### src/rtl/sa_job_ctrl_if.sv
// Bundle between the operand fetch logic, the job controller and the systolic array.
//   start/k_len/busy      : job request and status
//   in_valid/in_ready/... : one reduction step per beat (X vector + ternary W vector)
//   arr_rst/arr_x/arr_w   : controller -> array drive
//   arr_y                 : array -> controller psum matrix
//   out_valid/out_ready/out_y : captured result buffer handshake
// arr_y and out_y share one packing: entry (row i, column j) sits at
// bit offset (i*CONTEXT_LENGTH + j) * 2*WIDTH.
interface sa_job_ctrl_if #(
    parameter int WIDTH          = 16,
    parameter int HIDDEN_SIZE    = 4,
    parameter int CONTEXT_LENGTH = 4,
    parameter int K_W            = 16
);
    logic                                       start;
    logic [K_W-1:0]                             k_len;
    logic                                       busy;
    logic                                       in_valid;
    logic                                       in_ready;
    logic [CONTEXT_LENGTH*WIDTH-1:0]            in_x;
    logic [HIDDEN_SIZE*2-1:0]                   in_w;
    logic                                       arr_rst;
    logic [CONTEXT_LENGTH*WIDTH-1:0]            arr_x;
    logic [HIDDEN_SIZE*2-1:0]                   arr_w;
    logic [HIDDEN_SIZE*CONTEXT_LENGTH*2*WIDTH-1:0] arr_y;
    logic                                       out_valid;
    logic                                       out_ready;
    logic [HIDDEN_SIZE*CONTEXT_LENGTH*2*WIDTH-1:0] out_y;

    // Environment side: fetch logic, array and result consumer.
    modport master (
        output start, k_len, in_valid, in_x, in_w, arr_y, out_ready,
        input  busy, in_ready, arr_rst, arr_x, arr_w, out_valid, out_y
    );

    // Controller side.
    modport slave (
        input  start, k_len, in_valid, in_x, in_w, arr_y, out_ready,
        output busy, in_ready, arr_rst, arr_x, arr_w, out_valid, out_y
    );
endinterface

### src/rtl/sa_job_ctrl.sv
// Job sequencer for the ternary-weight systolic array.
// Accepts k_len reduction steps, skews X lane j by j+1 cycles and W lane i by
// i+1 cycles, turns source stalls into all-zero steps, clears the array at job
// start, waits HIDDEN_SIZE+CONTEXT_LENGTH cycles for the wavefront to drain and
// then captures the psum matrix into a result buffer.
// Ports: clock, rst (synchronous, active-high), bus (sa_job_ctrl_if.slave).
module sa_job_ctrl #(
    parameter int WIDTH          = 16,
    parameter int HIDDEN_SIZE    = 4,
    parameter int CONTEXT_LENGTH = 4,
    parameter int K_W            = 16
) (
    input  logic          clock,
    input  logic          rst,
    sa_job_ctrl_if.slave  bus
);
    localparam int PW     = 2 * WIDTH;
    localparam int YW     = HIDDEN_SIZE * CONTEXT_LENGTH * PW;
    localparam int NDRAIN = HIDDEN_SIZE + CONTEXT_LENGTH;
    localparam int DW     = $clog2(NDRAIN + 1);
    localparam logic [DW-1:0] DRAIN_LAST = DW'(NDRAIN - 1);

    typedef enum logic [2:0] {
        S_IDLE  = 3'd0,
        S_CLEAR = 3'd1,
        S_FEED  = 3'd2,
        S_DRAIN = 3'd3,
        S_DONE  = 3'd4
    } state_t;

    state_t                          r_state;
    state_t                          w_next;
    logic [K_W-1:0]                  r_klen;
    logic [K_W-1:0]                  r_step;
    logic [K_W-1:0]                  w_step_inc;
    logic [DW-1:0]                   r_drain;
    logic [YW-1:0]                   r_out_y;
    logic                            w_accept;
    logic                            w_last_beat;
    logic                            w_drain_last;
    logic                            w_clear;
    logic                            w_busy;
    logic                            w_in_ready;
    logic                            w_out_valid;
    logic [CONTEXT_LENGTH*WIDTH-1:0] w_x0;
    logic [CONTEXT_LENGTH*WIDTH-1:0] w_arr_x;
    logic [HIDDEN_SIZE*2-1:0]        w_w0;
    logic [HIDDEN_SIZE*2-1:0]        w_arr_w;

    assign w_accept     = bus.in_valid & w_in_ready;
    assign w_step_inc   = r_step + K_W'(1);
    assign w_last_beat  = w_accept & (w_step_inc == r_klen);
    assign w_drain_last = (r_drain == DRAIN_LAST);

    // A cycle without an accepted beat enters the skew as a zero step.
    assign w_x0 = w_accept ? bus.in_x : '0;
    assign w_w0 = w_accept ? bus.in_w : '0;

    // State register.
    always_ff @(posedge clock) begin
        if (rst) begin
            r_state <= S_IDLE;
        end else begin
            r_state <= w_next;
        end
    end

    // Next-state logic.
    always_comb begin
        w_next = r_state;
        case (r_state)
            S_IDLE:  if (bus.start)         w_next = S_CLEAR; else w_next = S_IDLE;
            S_CLEAR: if (r_klen != '0)      w_next = S_FEED;  else w_next = S_DRAIN;
            S_FEED:  if (w_last_beat)       w_next = S_DRAIN; else w_next = S_FEED;
            S_DRAIN: if (w_drain_last)      w_next = S_DONE;  else w_next = S_DRAIN;
            S_DONE:  if (bus.out_ready)     w_next = S_IDLE;  else w_next = S_DONE;
            default: w_next = S_IDLE;
        endcase
    end

    // Moore output decode.
    always_comb begin
        w_busy      = 1'b1;
        w_in_ready  = 1'b0;
        w_out_valid = 1'b0;
        w_clear     = 1'b0;
        case (r_state)
            S_IDLE:  w_busy      = 1'b0;
            S_CLEAR: w_clear     = 1'b1;
            S_FEED:  w_in_ready  = 1'b1;
            S_DRAIN: w_busy      = 1'b1;
            S_DONE:  w_out_valid = 1'b1;
            default: w_busy      = 1'b0;
        endcase
    end

    // Job bookkeeping: latched length, step and drain counters, result buffer.
    always_ff @(posedge clock) begin
        if (rst) begin
            r_klen  <= '0;
            r_step  <= '0;
            r_drain <= '0;
            r_out_y <= '0;
        end else begin
            if (r_state == S_IDLE && bus.start) r_klen <= bus.k_len;
            else                                r_klen <= r_klen;

            if (w_clear)       r_step <= '0;
            else if (w_accept) r_step <= w_step_inc;
            else               r_step <= r_step;

            if (r_state == S_DRAIN) r_drain <= r_drain + DW'(1);
            else                    r_drain <= '0;

            // The last drain cycle is the first one in which the far corner
            // PE has absorbed the final step.
            if (r_state == S_DRAIN && w_drain_last) r_out_y <= bus.arr_y;
            else                                    r_out_y <= r_out_y;
        end
    end

    // X skew: lane j is a (j+1)-deep shift chain; the oldest element drives the array.
    for (genvar j = 0; j < CONTEXT_LENGTH; j++) begin : g_x_lane
        logic [(j+1)*WIDTH-1:0] r_sh;
        if (j == 0) begin : g_first
            // Single-stage lane.
            always_ff @(posedge clock) begin
                if (rst || w_clear) r_sh <= '0;
                else                r_sh <= w_x0[WIDTH-1:0];
            end
        end else begin : g_chain
            // Multi-stage lane, new step enters at the bottom.
            always_ff @(posedge clock) begin
                if (rst || w_clear) r_sh <= '0;
                else                r_sh <= {r_sh[j*WIDTH-1:0], w_x0[j*WIDTH +: WIDTH]};
            end
        end
        assign w_arr_x[j*WIDTH +: WIDTH] = r_sh[(j+1)*WIDTH-1 -: WIDTH];
    end

    // W skew: lane i is an (i+1)-deep shift chain of 2-bit codes, passed through unaltered.
    for (genvar i = 0; i < HIDDEN_SIZE; i++) begin : g_w_lane
        logic [(i+1)*2-1:0] r_sh;
        if (i == 0) begin : g_first
            // Single-stage lane.
            always_ff @(posedge clock) begin
                if (rst || w_clear) r_sh <= '0;
                else                r_sh <= w_w0[1:0];
            end
        end else begin : g_chain
            // Multi-stage lane, new step enters at the bottom.
            always_ff @(posedge clock) begin
                if (rst || w_clear) r_sh <= '0;
                else                r_sh <= {r_sh[i*2-1:0], w_w0[i*2 +: 2]};
            end
        end
        assign w_arr_w[i*2 +: 2] = r_sh[(i+1)*2-1 -: 2];
    end

    assign bus.busy      = w_busy;
    assign bus.in_ready  = w_in_ready;
    assign bus.out_valid = w_out_valid;
    assign bus.arr_rst   = rst | w_clear;
    assign bus.arr_x     = w_arr_x;
    assign bus.arr_w     = w_arr_w;
    assign bus.out_y     = r_out_y;
endmodule

### src/flat_wrapper.sv
// flat-port wrapper written by rule: the top's interface ports become plain ports
module sa_job_ctrl_flat 
#(
    parameter int WIDTH          = 16,
    parameter int HIDDEN_SIZE    = 4,
    parameter int CONTEXT_LENGTH = 4,
    parameter int K_W            = 16
)
  (clock, rst, bus_start, bus_k_len, bus_in_valid, bus_in_x, bus_in_w, bus_arr_y, bus_out_ready, bus_busy, bus_in_ready, bus_arr_rst, bus_arr_x, bus_arr_w, bus_out_valid, bus_out_y);
  sa_job_ctrl_if #(.WIDTH(WIDTH), .HIDDEN_SIZE(HIDDEN_SIZE), .CONTEXT_LENGTH(CONTEXT_LENGTH), .K_W(K_W)) bus_i ();
  input  logic clock;
  input  logic rst;
  input wire logic [$bits(bus_i.start)-1:0] bus_start;
  input wire logic [$bits(bus_i.k_len)-1:0] bus_k_len;
  input wire logic [$bits(bus_i.in_valid)-1:0] bus_in_valid;
  input wire logic [$bits(bus_i.in_x)-1:0] bus_in_x;
  input wire logic [$bits(bus_i.in_w)-1:0] bus_in_w;
  input wire logic [$bits(bus_i.arr_y)-1:0] bus_arr_y;
  input wire logic [$bits(bus_i.out_ready)-1:0] bus_out_ready;
  output wire logic [$bits(bus_i.busy)-1:0] bus_busy;
  output wire logic [$bits(bus_i.in_ready)-1:0] bus_in_ready;
  output wire logic [$bits(bus_i.arr_rst)-1:0] bus_arr_rst;
  output wire logic [$bits(bus_i.arr_x)-1:0] bus_arr_x;
  output wire logic [$bits(bus_i.arr_w)-1:0] bus_arr_w;
  output wire logic [$bits(bus_i.out_valid)-1:0] bus_out_valid;
  output wire logic [$bits(bus_i.out_y)-1:0] bus_out_y;
  assign bus_i.start = bus_start;
  assign bus_i.k_len = bus_k_len;
  assign bus_i.in_valid = bus_in_valid;
  assign bus_i.in_x = bus_in_x;
  assign bus_i.in_w = bus_in_w;
  assign bus_i.arr_y = bus_arr_y;
  assign bus_i.out_ready = bus_out_ready;
  assign bus_busy = bus_i.busy;
  assign bus_in_ready = bus_i.in_ready;
  assign bus_arr_rst = bus_i.arr_rst;
  assign bus_arr_x = bus_i.arr_x;
  assign bus_arr_w = bus_i.arr_w;
  assign bus_out_valid = bus_i.out_valid;
  assign bus_out_y = bus_i.out_y;
  sa_job_ctrl #(.WIDTH(WIDTH), .HIDDEN_SIZE(HIDDEN_SIZE), .CONTEXT_LENGTH(CONTEXT_LENGTH), .K_W(K_W)) u_core (.clock(clock), .rst(rst), .bus(bus_i));
endmodule
### config.mk
export PLATFORM = sky130hd
export DESIGN_NAME = sa_job_ctrl_flat
export DESIGN_NICKNAME = d
export VERILOG_FILES = /design/src/rtl/sa_job_ctrl_if.sv /design/src/rtl/sa_job_ctrl.sv /design/src/flat_wrapper.sv
export SDC_FILE = /design/constraint.sdc
export NUM_CORES = 1
export LEC_CHECK = 0
export CORE_AREA = 5 5 468 470
export CTS_BUF_LIST = sky130_fd_sc_hd__clkbuf_8
export DETAILED_ROUTE_END_ITERATION = 16
export DIE_AREA = 0 0 473 475
export GPL_ROUTABILITY_DRIVEN = 0
export PLACE_DENSITY_LB_ADDON = 0.12
export SKIP_LAST_GASP = 1
export SYNTH_ARGS = -nofsm -noshare
export SYNTH_HDL_FRONTEND = slang
export SYNTH_SLANG_ARGS = --single-unit
### constraint.sdc
create_clock -name clock -period 2.1 [get_ports clock]
set_input_delay 0.315 -clock clock [delete_from_list [all_inputs] [get_ports clock]]
set_output_delay 0.315 -clock clock [all_outputs]
set_load 0.01 [all_outputs]
Yosys cells after proc, flatten, opt, wreduce, memory -nomap -nowiden
Index checks and enable logic that the tools add are counted.

Bits of input ports: 605. Register bits: 731. Logic and storage cells: 51.

Muxes and demuxes: 10. Bitwise operators: 5. Reduce and logical (&&, ||, !) cells: 9. Equality and inequality tests: 6. Add/subtract/negate cells: 2.

Operators by type and width (number): adder 16 x 1 -> 16 bit, second input constant (1); == test 16 bit (1); nonzero test 16 bit (1); case mux 3 bit (5 select lines) (1); 2-to-1 mux 1 bit (7); == test 3 x 2 -> 1 bit, second input constant (2); 2-to-1 mux 3 bit (2); OR reduction 2 bit (3); adder 4 x 1 -> 4 bit, second input constant (1); == test 4 x 3 -> 1 bit, second input constant (1); OR reduction 4 bit (1); == test 3 x 1 -> 1 bit, second input constant (1); == test 3 bit, second input constant (1); zero test 3 bit (1); bitwise AND 1 bit (2); logical AND 1 bit (2); inverter 1 bit (2); logical OR 1 bit (1); bitwise OR 1 bit (1).

Longest topological paths before layout
Depth after elaboration: 6. Mapped depth: 8. Depth with buffers taken out: 7.

Worst setup path before layout
No wires, ideal clock.

Path kind: register to register. Start: register u_core.r_step[0]. End: register u_core.r_state[0]. Period minus slack after synthesis: 2.059 ns. Buffers on the path: 0. Arrival: 1.972 ns. Path slack: 0.041 ns. Stages on the path, launching flop included: 8. Cell sequence: dfxtp_1 -> ha_1 -> nand3_2 -> nor3_1 -> xnor2_1 -> nand4_1 -> or4_1 -> o31ai_1.

Word-level cells in the longest chain between the ends: 5.

Ends and longest elaborated chain: from (decl) (line sa_job_ctrl.sv:34) `logic [K_W-1:0] r_step;`; from (signal assigned) (line sa_job_ctrl.sv:109) `else if (w_accept) r_step <= w_step_inc;`; from (signal assigned) (line sa_job_ctrl.sv:110) `else r_step <= r_step;`; adder 16 x 1 -> 16 bit (line sa_job_ctrl.sv:51) `assign w_step_inc = r_step + K_W'(1);`; == test 16 bit (line sa_job_ctrl.sv:52) `assign w_last_beat = w_accept & (w_step_inc == r_klen);`; bitwise AND 1 bit (line sa_job_ctrl.sv:52); 2-to-1 mux 1 bit (line sa_job_ctrl.sv:74) `S_FEED: if (w_last_beat) w_next = S_DRAIN; else w_next = S_FEED;`; case mux 3 bit (5 select lines) (line sa_job_ctrl.sv:71) `case (r_state)`; to (signal assigned) (line sa_job_ctrl.sv:64) `r_state <= w_next;`; to (decl) (line sa_job_ctrl.sv:31) `state_t r_state;`.

No other way between the ends. A chain may end at the register's enable or synchronous reset.

Worst setup path after layout
Start: register u_core.r_state[2]. End: output port bus_arr_rst.

Word-level cells in the longest chain between the ends: 3.

Ends and longest elaborated chain: == test 3 x 1 -> 1 bit (line sa_job_ctrl.sv:87) `case (r_state)`; 2-to-1 mux 1 bit (line sa_job_ctrl.sv:87); bitwise OR 1 bit (line sa_job_ctrl.sv:163) `assign bus.arr_rst = rst | w_clear;`; to (decl) (line flat_wrapper.sv:22) `output wire logic [$bits(bus_i.arr_rst)-1:0] bus_arr_rst;`.

No other way between the ends.

==> flow_summary_export.csv <==
group,metric,value,unit
global_route,track_usage,13.43,%
power,p_seq_share,40.1,%
sta,fin_crit_sh,108.7,%
sta,fin_skew,39.67,ps
global_route,grt-ovfl-total,0,
finish,final_nets,5333,
finish,syn_to_final_growth,99.22,%
sta,setup_tns,-474.1,ps
global_route,antenna_found_initial,60,
power,p_per_area,707.8,mW/mm²
drt,num_vias,26760,
synth,post-synth-top-count-cell,"nand2_1",
synth,synth_edf_count,0,
hold_path,holdPathStages,3,
hold_path,hold_end,"u_core.bus.out_y[500]",
sta,finalHoldViolCount,0,
clocking,clk_latency,890,ps
sta,worstMarginPinSlew,714.9,ps
synth,yosysUniqueCellTypes,47,
floorplan,fp-row-count,170,
floorplan,start_util,11.58,%
critical_path,r2r_slack,70,ps
placement,port_buffers,1192,
floorplan,die_y,475,µm
sta,timing.final.ws_setup,-182.3,ps
global_route,grt_pass1_wl,216400,µm
clocking,cts_max_path_buffers,3,
hold_path,hp-class,"input port to flip-flop",
floorplan,coreArea,0.2140,mm²
sta,fin_crit,2282,ps
synth,synth_top_area_share,59.04,%
global_route,grt_pass1_vias,27970,
power,switching_share,25.23,%
sta,setup_viol,4,
critical_path,rr_startpoint,"u_core.r_state[0]",
critical_path,endpoint_kind,"output port",
power,combPwrFrac,9.3,%
synth,ys_top_cells_by_area,"dfxtp_1, nand2_1, a21oi_1, and2_1, clkbuf_1",
synth,synth_warnings,0,
synth,syn_area_per_cell,8.445,µm²
critical_path,critPathMaxFanout,8,
drt,drt_iter0_drc,1113,
synth,synth_top_area_cell,"dfxtp_1",
synth,synthFlopType,"dfxtp_1",
power,power.internal,26130,µW
synth,synthesis.area,0.02479,mm²
critical_path,cp.arrival,1970,ps
power,power.share.clock,50.6,%
synth,synth_async_sr_flop_share,0,%
flow_run,drv_cap,0,
drt,drt-total-wl,157700,µm
drt,drt-vias-per-instance,3.464,
hold_path,min_from,"bus_arr_y[500]",
clocking,cts_max_level,4,
sta,relSlewSlack,52.34,%
placement,dp_slack,-83.24,ps
synth,synth_commonest_cells,"nand2_1, dfxtp_1, a21oi_1, clkbuf_1, and2_1",
critical_path,worstSetupStartpoint,"u_core.r_state[2]",
clocking,clkSlewWorstSetupHoldPaths,60,ps
clocking,cts_buffers,161,
floorplan,die_w,473,µm
synth,synthesis.nets,3542,
critical_path,reg2regPathDepth,8,
sta,drv_slew,0,
critical_path,r2r-end,"u_core.r_state[0]",
sta,grt_setup_unrepaired,"true",
floorplan,io_pins,1193,
run_status,status,"complete, but fails checks",
power,power_switching,8817,µW
clocking,clock-sinks,731,
drt,drc,0,
power,p_leak,0.01997,µW
power,peakVddDrop,0.0005763,V
synth,yosysSeqAreaShare,59.04,%
global_route,grt_max_degree,116,
synth,ys_seq_elements,731,
sta,fmax,438.1,MHz
placement,placed_cell_area,0.04019,mm²
floorplan,die_area,0.2247,mm²
critical_path,crit_path_start_kind,"flip-flop",
drt,antenna_left,0,
run_status,violations,"negative setup slack",
placement,place_hpwl,121400,µm
clocking,cts_root_buffer,"clkbuf_8",
finish,final_cell_area,0.04938,mm²
finish,drive_gt1_share,9.699,%
drt,drt_first_pass_iters,5,
critical_path,crit_required,1780,ps
synth,synthCells,2935,
critical_path,path_class,"flip-flop to output port",
drt,routedWlPerCell,20.41,µm
clocking,cts_tree,"done",
==> critical path, stage by stage (launching register included) <==
cell	delay [ps]
dfxtp_2	340
buf_6	140
nor3b_4	340
nor2_4	80
clkinv_2	70
buf_6	120
==> through the flow <==
| stage | utilization (%) | instances | power (µW) | hold WS, ps |
|---|---|---|---|---|
| final | 23.08 | 7725 | 34950 | 141.7 |
| after global routing | 23.07 | 7720 | 36840 | 46.45 |
| after CTS | 23.01 | 7689 | 36090 | 5.395 |
| after detailed placement | 18.78 | 6800 | 16520 | 409.7 |
| after global placement | 18.78 | 6800 | 16530 | 407.0 |
| after floorplan | - | 2935 | 14830 | 405.7 |
==> layout by cell type, fill, tap and decap left out, types with 20 or more instances in the layout <==
cell type,instances
nand2_1,1074
dfxtp_1,719
clkdlybuf4s50_1,603
dlygate4sd3_1,591
a21oi_1,539
dlygate4sd2_1,466
clkbuf_8,212
and2_1,109
buf_4,77
and3_1,73
inv_1,50
clkdlybuf4s15_2,48
clkdlybuf4s15_1,46
buf_12,37
diode_2,31
nor2_1,20
==> power groups by stage <==
| stage | clock network, µW | registers (µW) | logic, µW |
|---|---|---|---|
| 2_1_floorplan | 0 | 14300 | 499 |
| 3_3_place_gp | 0 | 14300 | 2200 |
| 3_5_place_dp | 0 | 14300 | 2180 |
| 4_1_cts | 18800 | 14000 | 3290 |
| 5_1_grt | 19300 | 14000 | 3460 |
| 6_report | 17700 | 14000 | 3230 |
==> routing by layer <==
layer	vias to the layer above	track usage, %	share of wire, %
met3	250	6.194	9.9
met2	1041	21.80	46
met4	8	4.505	2.8
met1	12370	15.64	41
met5	-	0	0.030
li1	13090	-	-
==> worst max path at each step <==
stage / to / slack (ps)
after global routing: bus_arr_rst / -390
after CTS: bus_arr_rst / -460
final: bus_arr_rst / -180
after floorplan: u_core.r_state[0] / 40
after global placement: u_core.r_state[0] / -120
after detailed placement: u_core.r_state[0] / -80
==> what timing repair did <==
action,CTS,global route
gates resized for setup,803,12
setup buffers,6,6
hold buffers,591,0
pin swaps,4,3
endpoints found under the hold margin,596,0
setup endpoints to repair,578,10
==> sequential cells by signal, indices dropped and copies added, names as in the netlist <==
| signal | flops |
|---|---|
| u_core.r_drain | 4 |
| u_core.r_step | 16 |
| u_core.g_x_lane.r_sh | 160 |
| u_core.bus.out_y | 512 |
| u_core.r_state | 3 |
| u_core.r_klen | 16 |
| u_core.g_w_lane.r_sh | 20 |
==> final cells by class <==
type	count	area (µm²)
Fill cell	23890	164600
Timing Repair Buffer	1893	18570
Sequential cell	731	14660
Multi-Input combinational cell	1933	8912
Tap cell	2838	3551
Clock buffer	212	2918
Clock inverter	81	665.6
Antenna cell	31	77.57
Inverter	6	23.77
==> cells by family after synthesis <==
kind of cell / Yosys count / share of synthesized area (%)
xor+xnor: 33 / 1.166
buf+inv: 271 / 5.285
compound gates: 561 / 11.49
fa+ha+maj: 2 / 0.1009
flops: 731 / 59.04
mux: 1 / 0.04543
simple gates: 1336 / 22.87
(Power assumes the default switching activity.)
==> variant: new RTL, same flow settings <==
Reset style: asynchronous (`rst`), changed in 2 clocked blocks.
--- a/src/rtl/sa_job_ctrl.sv
+++ b/src/rtl/sa_job_ctrl.sv
@@ -59,3 +59,3 @@
     // State register.
-    always_ff @(posedge clock) begin
+    always_ff @(posedge clock or posedge rst) begin
         if (rst) begin
@@ -97,3 +97,3 @@
     // Job bookkeeping: latched length, step and drain counters, result buffer.
-    always_ff @(posedge clock) begin
+    always_ff @(posedge clock or posedge rst) begin
         if (rst) begin
Function: differs if rst is asserted again (counterexample within 4 cycles, from zero or initial values and one cycle with rst high); with rst held inactive, the same outputs for 4 cycles.
==> variant against the unedited design <==
The flow still finishes with violations (negative setup slack); register-to-register slack got worse by 0.24 ns; non-clock buffer count increased by 101; total power decreased by 1.4%; wire length decreased by 2.7%; worst setup slack improved by 0.011 ns; design area increased by 11%; sequential share of layout area increased by 2.2 points; worst hold slack improved by 0.021 ns; area after synthesis increased by 7.2%; sequential cell count unchanged; cell count decreased by 13%; combinational power increased by 34%; critical endpoint is now u_core.bus.out_y[77]; largest cell class unchanged.
==> variant: results (changes against the unedited design) <==
Parameter                              Value

Synthesis
  Cells taking the most area after synthesis ... dfrtp_1, mux2_2, dfxtp_1
  Synthesized-area fraction occupied by xor and xnor cells ... 0.885% (-0.28 points)
  Nets in the synthesized netlist ... 2374 (-33%)
  Share of synthesized area occupied by flip-flops and latches ... 65.4% (+6.4 points)
  Area fraction in compound gates after synthesis ... 1.09% (-10 points)
  Count of different cell masters after synthesis ... 52 (+11%)
  Mux share of post-synthesis cell area ... 22.6% (+23 points)
  Share of synthesized cell area in full adder, half adder and majority cells ... 0.0942% (-0.0068 points)

Worst hold path
  Worst hold path depth ... 2 (-1)
  Worst Min Path Start ... bus_arr_y[189]
  Worst Hold End ... u_core.bus.out_y[189]

Clock network
  Hold-fix buffer count after cts ... 575 (-2.7%)
  Number of buffers inserted by post-CTS setup repair ... 17 (+11)
  Number of buffers created by CTS ... 157 (-2.5%)

Cells and area
  Sequential cells ... 731 (unchanged)
  Buffers excl. clock ... 1994 (+5.3%)
  Number of nets at the end of the flow ... 4364 (-18%)
  Final core occ ... 25.5% (+2.4 points)
  Total area of multi-input combinational cells ... 9630 um2 (+8.1%)
  Clock network area share ... 5.59% (-1.7 points)
  Sequential cell area share ... 31.9% (+2.2 points)
  Fraction of area in non-clock buffers ... 38.2% (+0.56 points)
  Total of clock buffers placed in the layout ... 188 (-11%)
  Number of inserted diodes ... 28 (-9.7%)

Detailed routing
  Iteration-0 DRC count of the detailed router ... 510 (-54%)
  Detailed-routing wirelength on met1 ... 57400 um (-12%)
  Length of the first detailed-routing pass in iterations ... 4 (-1)
  Wire length on met3 ... 13800 um (-11%)

Global routing
  Met2 track demand over resource ... 22.3% (+0.50 points)
  Antenna violations before repair ... 54 (-10%)
  GR met3 Demand/Resource ... 5.64% (-0.55 points)
  Met1 demand-to-capacity share in global routing ... 13.0% (-2.6 points)
  First-pass GRT wire length ... 198000 um (-8.3%)

STA
  Final worst-path setup slack ... -0.171 ns (+0.0114 ns)
  Worst clock skew ... 0.0548 ns (+0.0151 ns)
  Post-Route Setup TNS ... -27.15 ns (-26.67 ns)
  Slew headroom ... 70.2% (+18 points)
  Number of setup violations in the final report ... 350 (+346)

Placed design
  Detailed placement HPWL ... 114000 um (-6.1%)
  Post-placement cell area ... 42500 um2 (+5.8%)
  Pre-CTS worst setup slack ... -0.0492 ns (+0.0340 ns)

Worst setup path
  CP endpoint kind ... flop
  Worst setup path endpoint ... u_core.bus.out_y[77]
  Highest fanout seen on the critical path ... 7 (-1)
  Worst Reg-to-Reg Cells ... 11 (+3)

Run status
  Outcome ... finished, violations left
  Violated checks ... negative setup slack

Power
  Power spent charging and discharging nets ... 0.00923 W (+4.7%)
  Worst vdd ir ... 0.000509 V (-12%)
  Comb pwr ... 0.00433 W (+34%)
## variant: changes by cell type after synthesis, sizes merged, moves of 4 or more
cell / unedited run / this run
clkbuf: 143 / 45
nand2: 1075 / 18
nor3: 11 / 4
o21ai: 10 / 17
dfxtp: 731 / 180
mux2i: 0 / 5
buf: 122 / 118
dfrtp: 0 / 551
and3: 73 / 182
xor2: 16 / 11
nand2b: 5 / 0
and2: 111 / 3
a21oi: 539 / 5
mux2: 1 / 528
## variant: critical path, cell delays in order (launching register included)
cell and delay, ns:
dfrtp_1 0.37, buf_6 0.12, buf_6 0.09, nand2_4 0.04, or2_4 0.24, nor2_4 0.20, buf_12 0.19, buf_12 0.14
buf_16 0.15, buf_12 0.12, clkbuf_16 0.14, mux2_4 0.29
## variant: per-stage QoR
stage | hold slack, ns | cells
after floorplan | 0.404 | 1767
after global routing | 0.0275 | 6733
after global placement | 0.439 | 5760
after CTS | 0.00328 | 6642
final | 0.162 | 6744
after detailed placement | 0.443 | 5760
